<file path="src/rtl/seg_pkg.sv">
// seg_pkg: page encodings and the active-low seven-segment glyph table
// shared by seg_display_driver and hex_to_seg7.
package seg_pkg;

    typedef enum logic [1:0] {
        PAGE_VAL = 2'd0,
        PAGE_PC  = 2'd1,
        PAGE_XY  = 2'd2,
        PAGE_OFF = 2'd3
    } page_e;

    localparam logic [6:0] SEG_BLANK = 7'h7F;

    // Entry n is the {g,f,e,d,c,b,a} active-low pattern for hex digit n.
    localparam logic [15:0][6:0] SEG_GLYPHS = {
        7'h0E, 7'h06, 7'h21, 7'h46,   // F E d C
        7'h03, 7'h08, 7'h10, 7'h00,   // b A 9 8
        7'h78, 7'h02, 7'h12, 7'h19,   // 7 6 5 4
        7'h30, 7'h24, 7'h79, 7'h40    // 3 2 1 0
    };

endpackage

</file>
<file path="src/rtl/hex_to_seg7.sv">
// hex_to_seg7: combinational nibble to active-low seven-segment glyph lookup.
module hex_to_seg7
    import seg_pkg::*;
(
    input  logic [3:0] i_nibble,
    output logic [6:0] o_seg
);

    assign o_seg = SEG_GLYPHS[i_nibble];

endmodule

</file>
<file path="src/rtl/seg_display_driver.sv">
// seg_display_driver: snapshots four debug buses and scans one page onto an
// 8-digit common-anode display. Optional macro: LEADING_ZERO_BLANK_EN.
module seg_display_driver
    import seg_pkg::*;
#(
    parameter int REFRESH_DIV = 100000
) (
    input  logic        clk,
    input  logic        rst,
    input  logic        update,
    input  logic [31:0] coord_x,
    input  logic [31:0] coord_y,
    input  logic [31:0] value_in,
    input  logic [31:0] pc_in,
    input  logic [1:0]  page_sel,
    output logic [7:0]  an,
    output logic [6:0]  seg,
    output logic        dp
);

    localparam int               CNT_W   = $clog2(REFRESH_DIV);
    localparam logic [CNT_W-1:0] CNT_MAX = CNT_W'(REFRESH_DIV - 1);

    logic [31:0]      r_snap_x;
    logic [31:0]      r_snap_y;
    logic [31:0]      r_snap_val;
    logic [31:0]      r_snap_pc;
    logic [CNT_W-1:0] r_ref_cnt;
    logic [2:0]       r_digit_idx;
    page_e            r_page_q;
    logic [7:0]       r_an;
    logic [6:0]       r_seg;
    logic             r_dp;

    logic             w_wrap;
    logic             w_frame_end;
    logic [31:0]      w_word;
    logic [3:0]       w_nibble;
    logic [6:0]       w_glyph;
    logic             w_lz_blank;
    logic             w_unused_hi;

    assign w_wrap      = (r_ref_cnt == CNT_MAX);
    assign w_frame_end = w_wrap && (r_digit_idx == 3'd7);

    // The coordinate page only ever shows the low halves.
    assign w_unused_hi = ^{r_snap_x[31:16], r_snap_y[31:16]};

    always_ff @(posedge clk) begin
        if (rst) begin
            r_snap_x   <= '0;
            r_snap_y   <= '0;
            r_snap_val <= '0;
            r_snap_pc  <= '0;
        end else if (update) begin
            r_snap_x   <= coord_x;
            r_snap_y   <= coord_y;
            r_snap_val <= value_in;
            r_snap_pc  <= pc_in;
        end
    end

    // Page only changes at a frame boundary so a scan is never torn.
    always_ff @(posedge clk) begin
        if (rst) begin
            r_ref_cnt   <= '0;
            r_digit_idx <= '0;
            r_page_q    <= PAGE_VAL;
        end else begin
            if (w_wrap) begin
                r_ref_cnt   <= '0;
                r_digit_idx <= r_digit_idx + 3'd1;
            end else begin
                r_ref_cnt <= r_ref_cnt + 1'b1;
            end
            if (w_frame_end) begin
                r_page_q <= page_e'(page_sel);
            end
        end
    end

    always_comb begin
        w_word = r_snap_val;
        case (r_page_q)
            PAGE_PC: w_word = r_snap_pc;
            PAGE_XY: w_word = {r_snap_x[15:0], r_snap_y[15:0]};
            default: w_word = r_snap_val;
        endcase
    end

    assign w_nibble = w_word[{r_digit_idx, 2'b00} +: 4];

    hex_to_seg7 u_hex_to_seg7 (
        .i_nibble (w_nibble),
        .o_seg    (w_glyph)
    );

`ifdef LEADING_ZERO_BLANK_EN
    logic [2:0] w_msd;

    // Highest nonzero nibble; stays 0 for an all-zero word so digit 0 is lit.
    always_comb begin
        w_msd = 3'd0;
        for (int i = 1; i < 8; i++) begin
            if (w_word[4*i +: 4] != 4'h0) begin
                w_msd = 3'(i);
            end
        end
    end

    assign w_lz_blank = (r_page_q != PAGE_XY) && (r_digit_idx > w_msd);
`else
    assign w_lz_blank = 1'b0;
`endif

    always_ff @(posedge clk) begin
        if (rst) begin
            r_an  <= 8'hFF;
            r_seg <= SEG_BLANK;
            r_dp  <= 1'b1;
        end else if ((r_page_q == PAGE_OFF) || w_lz_blank) begin
            r_an  <= 8'hFF;
            r_seg <= SEG_BLANK;
            r_dp  <= 1'b1;
        end else begin
            r_an  <= ~(8'b1 << r_digit_idx);
            r_seg <= w_glyph;
            r_dp  <= !((r_page_q == PAGE_XY) && (r_digit_idx == 3'd4));
        end
    end

    assign an  = r_an;
    assign seg = r_seg;
    assign dp  = r_dp;

endmodule

</file>
<file path="config.mk">
export PLATFORM = sky130hd
export DESIGN_NAME = seg_display_driver
export DESIGN_NICKNAME = d
export VERILOG_FILES = /design/src/rtl/seg_pkg.sv /design/src/rtl/hex_to_seg7.sv /design/src/rtl/seg_display_driver.sv
export SDC_FILE = /design/constraint.sdc
export NUM_CORES = 1
export LEC_CHECK = 0
export CORE_MARGIN = 2
export CORE_UTILIZATION = 36
export DETAILED_ROUTE_END_ITERATION = 10
export GPL_ROUTABILITY_DRIVEN = 0
export GPL_TIMING_DRIVEN = 0
export MAX_ROUTING_LAYER = met4
export PLACE_DENSITY = 0.63
export SETUP_SLACK_MARGIN = 0.02
export SLEW_MARGIN = 20
export SYNTH_ARGS = -nofsm -noshare
export SYNTH_HDL_FRONTEND = slang
export SYNTH_SLANG_ARGS = --single-unit
</file>
<file path="constraint.sdc">
create_clock -name clk -period 3.9 [get_ports clk]
set_input_delay 0.39 -clock clk [delete_from_list [all_inputs] [get_ports clk]]
set_output_delay 0.39 -clock clk [all_outputs]
set_load 0.05 [all_outputs]
</file>
==> summary.txt <==
Synthesis
  – Top-area cell type share of the netlist area: 0.456
  – Syn Nets: 751
  – Most area-hungry cell type in the Yosys netlist: dfxtp_1
  – Post-synth EDFFs: 0
  – Synth area leaders: dfxtp_1 (46%), mux2i_1 (19%), nor2_1 (8.2%), ha_1 (3.4%), a22oi_1 (1.9%)
  – Yosys warns: 0
  – Seq/Total Area, Yosys: 0.456
  – Synthesis-stage register bit count: 134
  – Most frequent cell after synthesis: dfxtp_1
  – Mapped cell area: 5880 um2
  – Syn Area/Cell: 9.77 um2
  – Netlist cell types: 48
  – Ys flop type: dfxtp_1
  – Synthesized instance count: 602
  – Commonest cells post-synth: dfxtp_1 (134), nor2_1 (129), mux2i_1 (109)
  – Fraction of registers with async set/reset: 0

Clocking
  – H-tree Lvls: 4
  – Clock Tree Root: clkbuf_16
  – Clk Latency, worst-skew pair: 0.42 ns
  – Post-CTS Setup Repair Bufs: 0
  – Post-CTS Hold Buffers: 0
  – CTS buffer count: 17
  – # clock sinks: 134
  – CTS tree: yes
  – Resized Gates After CTS: 0
  – Reg clk slew, reported paths: 0.06 ns
  – Clock buffer depth: 2

Timing
  – Slew HR: 0.460
  – Total negative setup slack: 0 ns
  – RSZ-0062 raised after global routing: no
  – Final hold vios: 0
  – Worst-margin pin slew: 0.810 ns
  – Tmin final: 3.58 ns
  – Final period utilization: 0.919
  – Fmax: 279 MHz
  – Max-slew violations: 0
  – Setup Viol. Count Final: 0
  – Worst Clk Skew: 0.00950 ns

Drt
  – Avg WL per Cell: 17.1 um
  – DRT antenna net count: 0
  – Final wirelength: 16500 um
  – Drt initial violations: 304
  – DRT Pass-1 Iters: 5
  – # DRC: 0
  – Via density: 5.10
  – Vias post-DR: 4911

Min path
  – Hold endpoint: r_ref_cnt[0]
  – Worst hold path depth: 1
  – Tightest Hold Check Type: reg -> reg
  – HP Start: r_ref_cnt[0]

Worst setup path
  – Crit. End Element: flip-flop
  – Reg2Reg Launch Point: r_page_q[0]
  – WP data arrival: 3.86 ns
  – Slowest cell on crit path: buf_1
  – FF-to-FF path depth: 13
  – Crit path launch type: flip-flop
  – Reg-to-reg critical path endpoint: seg[3]
  – Crit path cell chain: inv_1 > ha_1 > buf_2 > buf_1 > a221oi_1 > a2111oi_0 > nor4_1 > nand2_1 > inv_1 > ha_1 > or2_1 > a2111oi_2 > a31oi_1
  – CP peak stage delay: 0.47 ns
  – CP required: 4.18 ns
  – Reg2reg setup slack: 0.32 ns
  – Crit Path Category: reg -> reg
  – CP Max Fanout: 10

Place
  – Placed instance count: 932
  – HPWL after DPL: 12600 um
  – I/O Buffers: 114

Global route
  – First-pass GRT wire length: 26300 um
  – Gr ovfl total: 0
  – Initial antenna violation count: 0
  – GRT Overall Usage: 0.200
  – Vias in the first global route: 4998
  – Largest net degree at the start of global routing: 17

Cells and area
  – Area growth from synthesis to layout: 33.3%
  – Diodes inserted: 0
  – Final cell count without fillers: 963
  – Nets: 884
  – Layout cells sized above 1: 0.0843

Die
  – Die area: 17400 um2
  – Core area: 15900 um2
  – Num ports: 149
  – Die Ht: 132 um
  – Rows: 46
  – Initial core utilization: 0.369
  – Die width: 132 um

Power and ir drop
  – Worst VDD drop: 289 uV
  – Leak: 3.18 nW
  – Power density over cell area: 422 nW/um2

Status
  – Status: completed

Flow run
  – MaxCap Viol Count: 0
kinds of logic (layout without fill, tap and decap cells):
family          count (synthesis)  in the layout  share of synthesized area
simple gates                  189            189                      0.135
fa+ha+maj                      16             16                     0.0340
mux                           117            117                      0.208
compound gates                 76             76                      0.100
xor+xnor                       16             16                     0.0238
flops                         134            134                      0.456
buf+inv                        54            199                     0.0427
area by class of cell:
class	count	area (um2)
Multi-Input combinational cell	414	2950
Fill cell	1502	8100
Clock buffer	21	470
Clock inverter	10	80.1
Buffer	42	206
Tap cell	216	270
Timing Repair Buffer	114	1140
Sequential cell	134	2680
Inverter	12	45.0
power breakdown:
group          switching [mW]  leakage [nW]  internal (mW)
clock network           0.568         0.274          0.914
logic                   0.164          1.81          0.186
registers              0.0391          1.10           1.44
metrics by stage:
step	utilization	hold slack (ns)	instance area (um2)	setup WS [ns]	total power [mW]
floorplan	-	0.426	5880	1.00	1.68
finish	0.492	0.456	7850	0.316	3.31
global route	0.492	0.487	7850	0.0288	3.43
CTS	0.492	0.465	7850	0.368	3.34
detailed placement	0.458	0.453	7290	0.388	1.86
global placement	0.458	0.438	7290	0.421	1.85
worst max-delay path: cells and delay by family, from the launching register on:
family / cells / cell delay, ns
buffers and inverters: 4 / 0.91
flip-flops: 1 / 0.38
adder cells (fa/ha/maj): 2 / 0.64
AND/OR/NAND/NOR: 3 / 0.53
AO/OA/AOI/OAI: 4 / 0.98
layer usage:
layer,track usage,vias up,part of all wire
met5,-,-,0
met4,0.0785,0,0.024
met3,0.0477,28,0.050
met2,0.305,168,0.46
met1,0.258,2342,0.47
li1,-,2373,-
flip-flops by register name, indices dropped and copies added, names as in the netlist:
name and flops:
an 8, dp 1, r_digit_idx 3, r_page_q 2, r_ref_cnt 17, r_snap_pc 32, r_snap_val 32, r_snap_x 16
r_snap_y 16, seg 7
how the worst max path moves through the flow:
stage,from,to,slack [ns],cells past startpoint
after floorplan,r_page_q[0],seg[3],1.0,13
after global placement,r_page_q[0],seg[3],0.42,13
after detailed placement,r_page_q[0],seg[3],0.39,13
after CTS,r_page_q[0],seg[3],0.37,13
after global routing,r_page_q[0],seg[3],0.03,13
final,r_page_q[0],seg[3],0.32,13
placed cells by master, fill, tap and decap left out, types with 4 or more instances in the layout:
master and n:
mux2i_1 109, nand3_1 12, a221oi_1 8, clkbuf_16 17, a21oi_1 10, clkinv_2 7
o211ai_1 4, xnor2_1 7, a211oi_1 6, nand2_1 20, buf_1 7, o21ai_0 7
clkbuf_1 17, xor2_1 9, inv_1 12, mux4_2 4, nand4_1 4, dfxtp_1 134
buf_2 12, nor3_1 6, nor2_1 129, a22o_1 8, ha_1 16, clkdlybuf4s50_1 114
buf_4 5, a22oi_1 15
No activity file was read; power rests on OpenSTA's default activity.
